### src/rtl/uart_tx_pkg.sv
// Shared UART TX definitions: one-hot frame states, line levels and parity encodings.
package uart_tx_pkg;

  typedef logic [4:0] state_t;

  localparam state_t S_IDLE   = 5'b00001;
  localparam state_t S_START  = 5'b00010;
  localparam state_t S_DATA   = 5'b00100;
  localparam state_t S_PARITY = 5'b01000;
  localparam state_t S_STOP   = 5'b10000;

  localparam logic START_BIT  = 1'b0;
  localparam logic STOP_BIT   = 1'b1;
  localparam logic IDLE_LEVEL = 1'b1;

  localparam logic PAR_EVEN = 1'b0;
  localparam logic PAR_ODD  = 1'b1;

  // Value XORed onto the data reduction so that odd parity inverts the bit.
  function automatic logic par_seed(input logic typ);
    case (typ)
      PAR_ODD:  return 1'b1;
      PAR_EVEN: return 1'b0;
      default:  return 1'b0;
    endcase
  endfunction

endpackage

### src/rtl/uart_tx_parity_calc.sv
// Registered parity generator; loads parity bit and parity enable on the accept cycle.
// One cycle latency from i_load; holds its value for the rest of the frame.
module uart_tx_parity_calc
  import uart_tx_pkg::*;
#(
  parameter int DATA_WIDTH = 8
) (
  input  logic                  CLK,
  input  logic                  RST,
  input  logic                  i_load,
  input  logic [DATA_WIDTH-1:0] i_data,
  input  logic                  i_par_en,
  input  logic                  i_par_typ,
  output logic                  o_par_bit,
  output logic                  o_par_en
);

  logic r_par_bit;
  logic r_par_en;

  always_ff @(posedge CLK or posedge RST) begin
    if (RST) begin
      r_par_bit <= 1'b0;
      r_par_en  <= 1'b0;
    end else if (i_load) begin
      r_par_bit <= (^i_data) ^ par_seed(i_par_typ);
      r_par_en  <= i_par_en;
    end
  end

  assign o_par_bit = r_par_bit;
  assign o_par_en  = r_par_en;

endmodule

### src/rtl/uart_tx_ctrl.sv
// UART TX frame controller: sequences start/data/parity/stop around an external serializer.
// Offers are taken only in IDLE (busy=0); offers while busy are dropped, TX_OUT is a pure state mux.
module uart_tx_ctrl
  import uart_tx_pkg::*;
#(
  parameter int DATA_WIDTH = 8,
  parameter int STOP_BITS  = 1
) (
  input  logic                  CLK,
  input  logic                  RST,
  input  logic                  Data_Valid,
  input  logic [DATA_WIDTH-1:0] P_DATA,
  input  logic                  PAR_EN,
  input  logic                  PAR_TYP,
  input  logic                  ser_data,
  input  logic                  ser_done,
  output logic                  ser_en,
  output logic                  busy,
  output logic                  TX_OUT
);

  state_t r_state;
  state_t w_next;
  logic   r_stop_cnt;
  logic   w_accept;
  logic   w_stop_last;
  logic   w_par_bit;
  logic   w_par_en;

  assign w_accept    = Data_Valid && (r_state == S_IDLE);
  assign w_stop_last = (r_stop_cnt == 1'(STOP_BITS - 1));

  uart_tx_parity_calc #(
    .DATA_WIDTH(DATA_WIDTH)
  ) u_parity (
    .CLK       (CLK),
    .RST       (RST),
    .i_load    (w_accept),
    .i_data    (P_DATA),
    .i_par_en  (PAR_EN),
    .i_par_typ (PAR_TYP),
    .o_par_bit (w_par_bit),
    .o_par_en  (w_par_en)
  );

  always_comb begin
    w_next = r_state;
    case (r_state)
      S_IDLE:   if (Data_Valid) w_next = S_START;
      S_START:  w_next = S_DATA;
      S_DATA:   if (ser_done) w_next = w_par_en ? S_PARITY : S_STOP;
      S_PARITY: w_next = S_STOP;
      S_STOP:   if (w_stop_last) w_next = S_IDLE;
      default:  w_next = S_IDLE;
    endcase
  end

  always_ff @(posedge CLK or posedge RST) begin
    if (RST) begin
      r_state    <= S_IDLE;
      r_stop_cnt <= 1'b0;
    end else begin
      r_state <= w_next;
      // Counter idles at zero so every STOP phase starts from a clean count.
      if ((r_state == S_STOP) && !w_stop_last) r_stop_cnt <= r_stop_cnt + 1'b1;
      else                                     r_stop_cnt <= 1'b0;
    end
  end

  assign busy = (r_state != S_IDLE);

  always_comb begin
    ser_en = 1'b0;
    TX_OUT = IDLE_LEVEL;
    case (r_state)
      S_START: begin
        ser_en = 1'b1;
        TX_OUT = START_BIT;
      end
      S_DATA: begin
        ser_en = !ser_done;
        TX_OUT = ser_data;
      end
      S_PARITY: TX_OUT = w_par_bit;
      S_STOP:   TX_OUT = STOP_BIT;
      default:  TX_OUT = IDLE_LEVEL;
    endcase
  end

endmodule

### config.mk
export PLATFORM = sky130hd
export DESIGN_NAME = uart_tx_ctrl
export DESIGN_NICKNAME = d
export VERILOG_FILES = /design/src/rtl/uart_tx_pkg.sv /design/src/rtl/uart_tx_parity_calc.sv /design/src/rtl/uart_tx_ctrl.sv
export SDC_FILE = /design/constraint.sdc
export NUM_CORES = 1
export LEC_CHECK = 0
export CORE_MARGIN = 4
export CORE_UTILIZATION = 39
export DETAILED_ROUTE_END_ITERATION = 7
export PLACE_DENSITY = 0.71
export REMOVE_ABC_BUFFERS = 1
export SYNTH_ARGS = -nofsm -noshare
export SYNTH_HDL_FRONTEND = slang
export SYNTH_HIERARCHICAL = 1
export SYNTH_SLANG_ARGS = --single-unit
### constraint.sdc
create_clock -name CLK -period 1.29 [get_ports CLK]
set_input_delay 0.258 -clock CLK [delete_from_list [all_inputs] [get_ports CLK]]
set_output_delay 0.258 -clock CLK [all_outputs]
set_load 0.05 [all_outputs]
==> results.toml <==
[floorplan]
dieArea_um2 = 2070
start_util_pct = 41.5
io_pins = 18
coreArea_um2 = 1320
rows = 13
die_x_um = 45.4
die_y_um = 45.4

[timing]
fin_hold_ws_ps = 180
max_freq_mhz = 591
setup_violations = 7
clock_skew_ps = 14.7
finalCritPeriodShare_pct = 131
rsz0062_at_grt = "true"
finalMaxSlewViolations = 0
hold_viol_final = 0
fin_ws_ps = -402
finalCriticalPeriod_ps = 1690

[run_status]
status = "finished, violations left"
failed_checks = "setup timing"

[drt]
vias = 524
first_pass_iters = 4
drc = 0
drtAntennaViolNets = 0
drtIter0Drc = 4
wl_per_cell_um = 13.5
vias_per_cell = 4.90
wl_um = 1440

[cells_and_area]
final_nets = 108
drive_gt1_share_pct = 51.1
mostFrequentLayoutCell = "buf_4"
antennaDiodeCount = 0
syn2layout_area_growth_pct = 84.7
layout_common_cells = "buf_4, clkdlybuf4s50_1, buf_6, dfrtp_1, inv_1"

[synthesis]
synth_area_um2 = 547
synth_seq_cells = 8
synth_cells = 54
ys_types = 31
yosysWarnings = 6
ys_seq_area_share_pct = 36.8
avgSynthCellArea_um2 = 10.1

[worst_setup_path]
cp_slowest_cell = "dfrtp_1"
cp-end-kind = "output pin"
worstPathMaxFanout = 3
path_cells = "buf_6, nor3b_2, a21oi_2, nor4_2, buf_4, buf_12"
crit_path_start_kind = "flip-flop"
worstPathArrival_ps = 1430
path_buf_inv = 3
crit_type = "flip-flop to output pin"
required_ps = 1030
critical_path.top_delay_family = "buffers and inverters"
slowest_delay_ps = 390

[clock_network]
hold_buffers = 0
clk_latency_ps = 260
cts_tree = "yes"
cts.sinks = 8
cts_made_buffers = 3
cts_max_path_buffers = 2
clockRootBuffer = "clkbuf_4"
clk_transition_reported_paths_ps = 60
htreeDepth = 1

[power_and_ir_drop]
total_power_mw = 1.79
powerDensity_nw_per_um2 = 1770
ir_drop_mv = 1.26
p_leak_nw = 0.460

[place]
place.gp.congestion = 0.791
io_buffers = 17
dp_hpwl_um = 981

[worst_hold_path]
hp-class = "input port to asynchronous set/reset pin"

[global_routing]
grt_pass1_wl_um = 2390
track_usage_pct = 16.5
grt_pass1_vias = 580
grt_overflow = 0
antenna_found_initial = 0
grt_max_degree = 10

[flow_run]
drv_cap = 0
==> power by group <==
part | leakage, nW | total, mW | switching (mW) | internal [mW]
clock network | 0.0150 | 0.206 | 0.0880 | 0.118
registers | 0.0986 | 0.400 | 0.0664 | 0.334
logic | 0.347 | 1.18 | 0.521 | 0.657
total | 0.460 | 1.79 | 0.676 | 1.11
==> layer usage <==
metal	wire length [µm]	vias to the layer above	track usage, %
met2	753	8	26.7
li1	-	262	-
met4	13	0	6.43
met5	0	-	0
met1	630	252	20.1
met3	43	2	5.14
==> registers in the layout, summed over array words and instances, names as in the netlist <==
name and cells:
u_parity/o_par_bit 1, r_stop_cnt 1, u_parity/o_par_en 1, r_state 5
==> path summary, 6_finish.rpt <==
check | startpoint | endpoint | slack, ps | depth (start not counted)
setup reg to reg | r_state[1] | u_parity/o_par_en | -200 | 5
hold reg to reg | u_parity/o_par_en | r_state[4] | 500 | 1
hold / removal | RST | u_parity/o_par_bit | 180 | 2
min in group CLK | u_parity/o_par_en | r_state[4] | 500 | 1
setup / recovery | r_state[1] | ser_en | -400 | 6
max in group asynchronous | RST | r_state[0] | 770 | 2
==> metrics by stage <==
stage                     cell area [µm²]  std cells  utilization [%]  setup TNS [ps]  setup WS, ps
after floorplan                       526         51                -           -1910         -1120
after global placement                852         99             64.7           -1430          -469
after detailed placement              852         99             64.7           -1650          -493
after CTS                             980        106             74.4           -1750          -494
after global routing                 1010        107             76.6           -2140          -485
final                                1010        107             76.6           -1670          -402
==> layout make-up <==
type | instances | area (µm²)
fillers | 99 | 308
repair buffers | 37 | 355
well taps | 15 | 18.8
flip-flops and latches | 8 | 203
clock buffers | 4 | 26.3
multi-input cells | 38 | 388
inverters | 5 | 18.8
==> cell usage after synthesis, drive strengths merged <==
library cell | n | area, µm²
dfrtp | 7 | 175
inv | 5 | 18.8
xnor2 | 5 | 58.8
nor2 | 4 | 15.0
buf | 3 | 21.3
nor4 | 3 | 18.8
a21oi | 2 | 10.0
and4 | 2 | 17.5
mux2 | 2 | 26.3
nand3 | 2 | 10.0
o21ai | 2 | 10.0
a211oi | 1 | 12.5
and2 | 1 | 6.26
and2b | 1 | 7.51
and3b | 1 | 8.76
conb | 1 | 3.75
dfstp | 1 | 26.3
mux2i | 1 | 10.0
nand2 | 1 | 3.75
nand2b | 1 | 6.26
nor3 | 1 | 5.00
nor3b | 1 | 7.51
nor4b | 1 | 8.76
o2bb2ai | 1 | 8.76
o311a | 1 | 10.0
or3b | 1 | 8.76
xnor3 | 1 | 22.5
xor2 | 1 | 8.76
==> cell families after synthesis <==
logic type,Yosys count,share of synthesized area (%)
buffers and inverters,8,7.32
xor gates and xnor gates,7,16.5
muxes,3,6.64
other,1,0.686
DFF,8,36.8
AOI/OAI and AO/OA,7,9.38
and+or+nand+nor,20,22.7
==> worst register-to-register path, delay by kind of cell (launching register included) <==
family,cells,cell delay [ps]
buf+inv,2,250
mux,1,330
simple gates,2,390
flops,1,390
==> repair_timing <==
action,in CTS,in global routing
buffers inserted,3,1
pin swaps,10,4
setup endpoints to repair,8,8
resized for setup,23,7
Power figures use the tool's default switching activity.
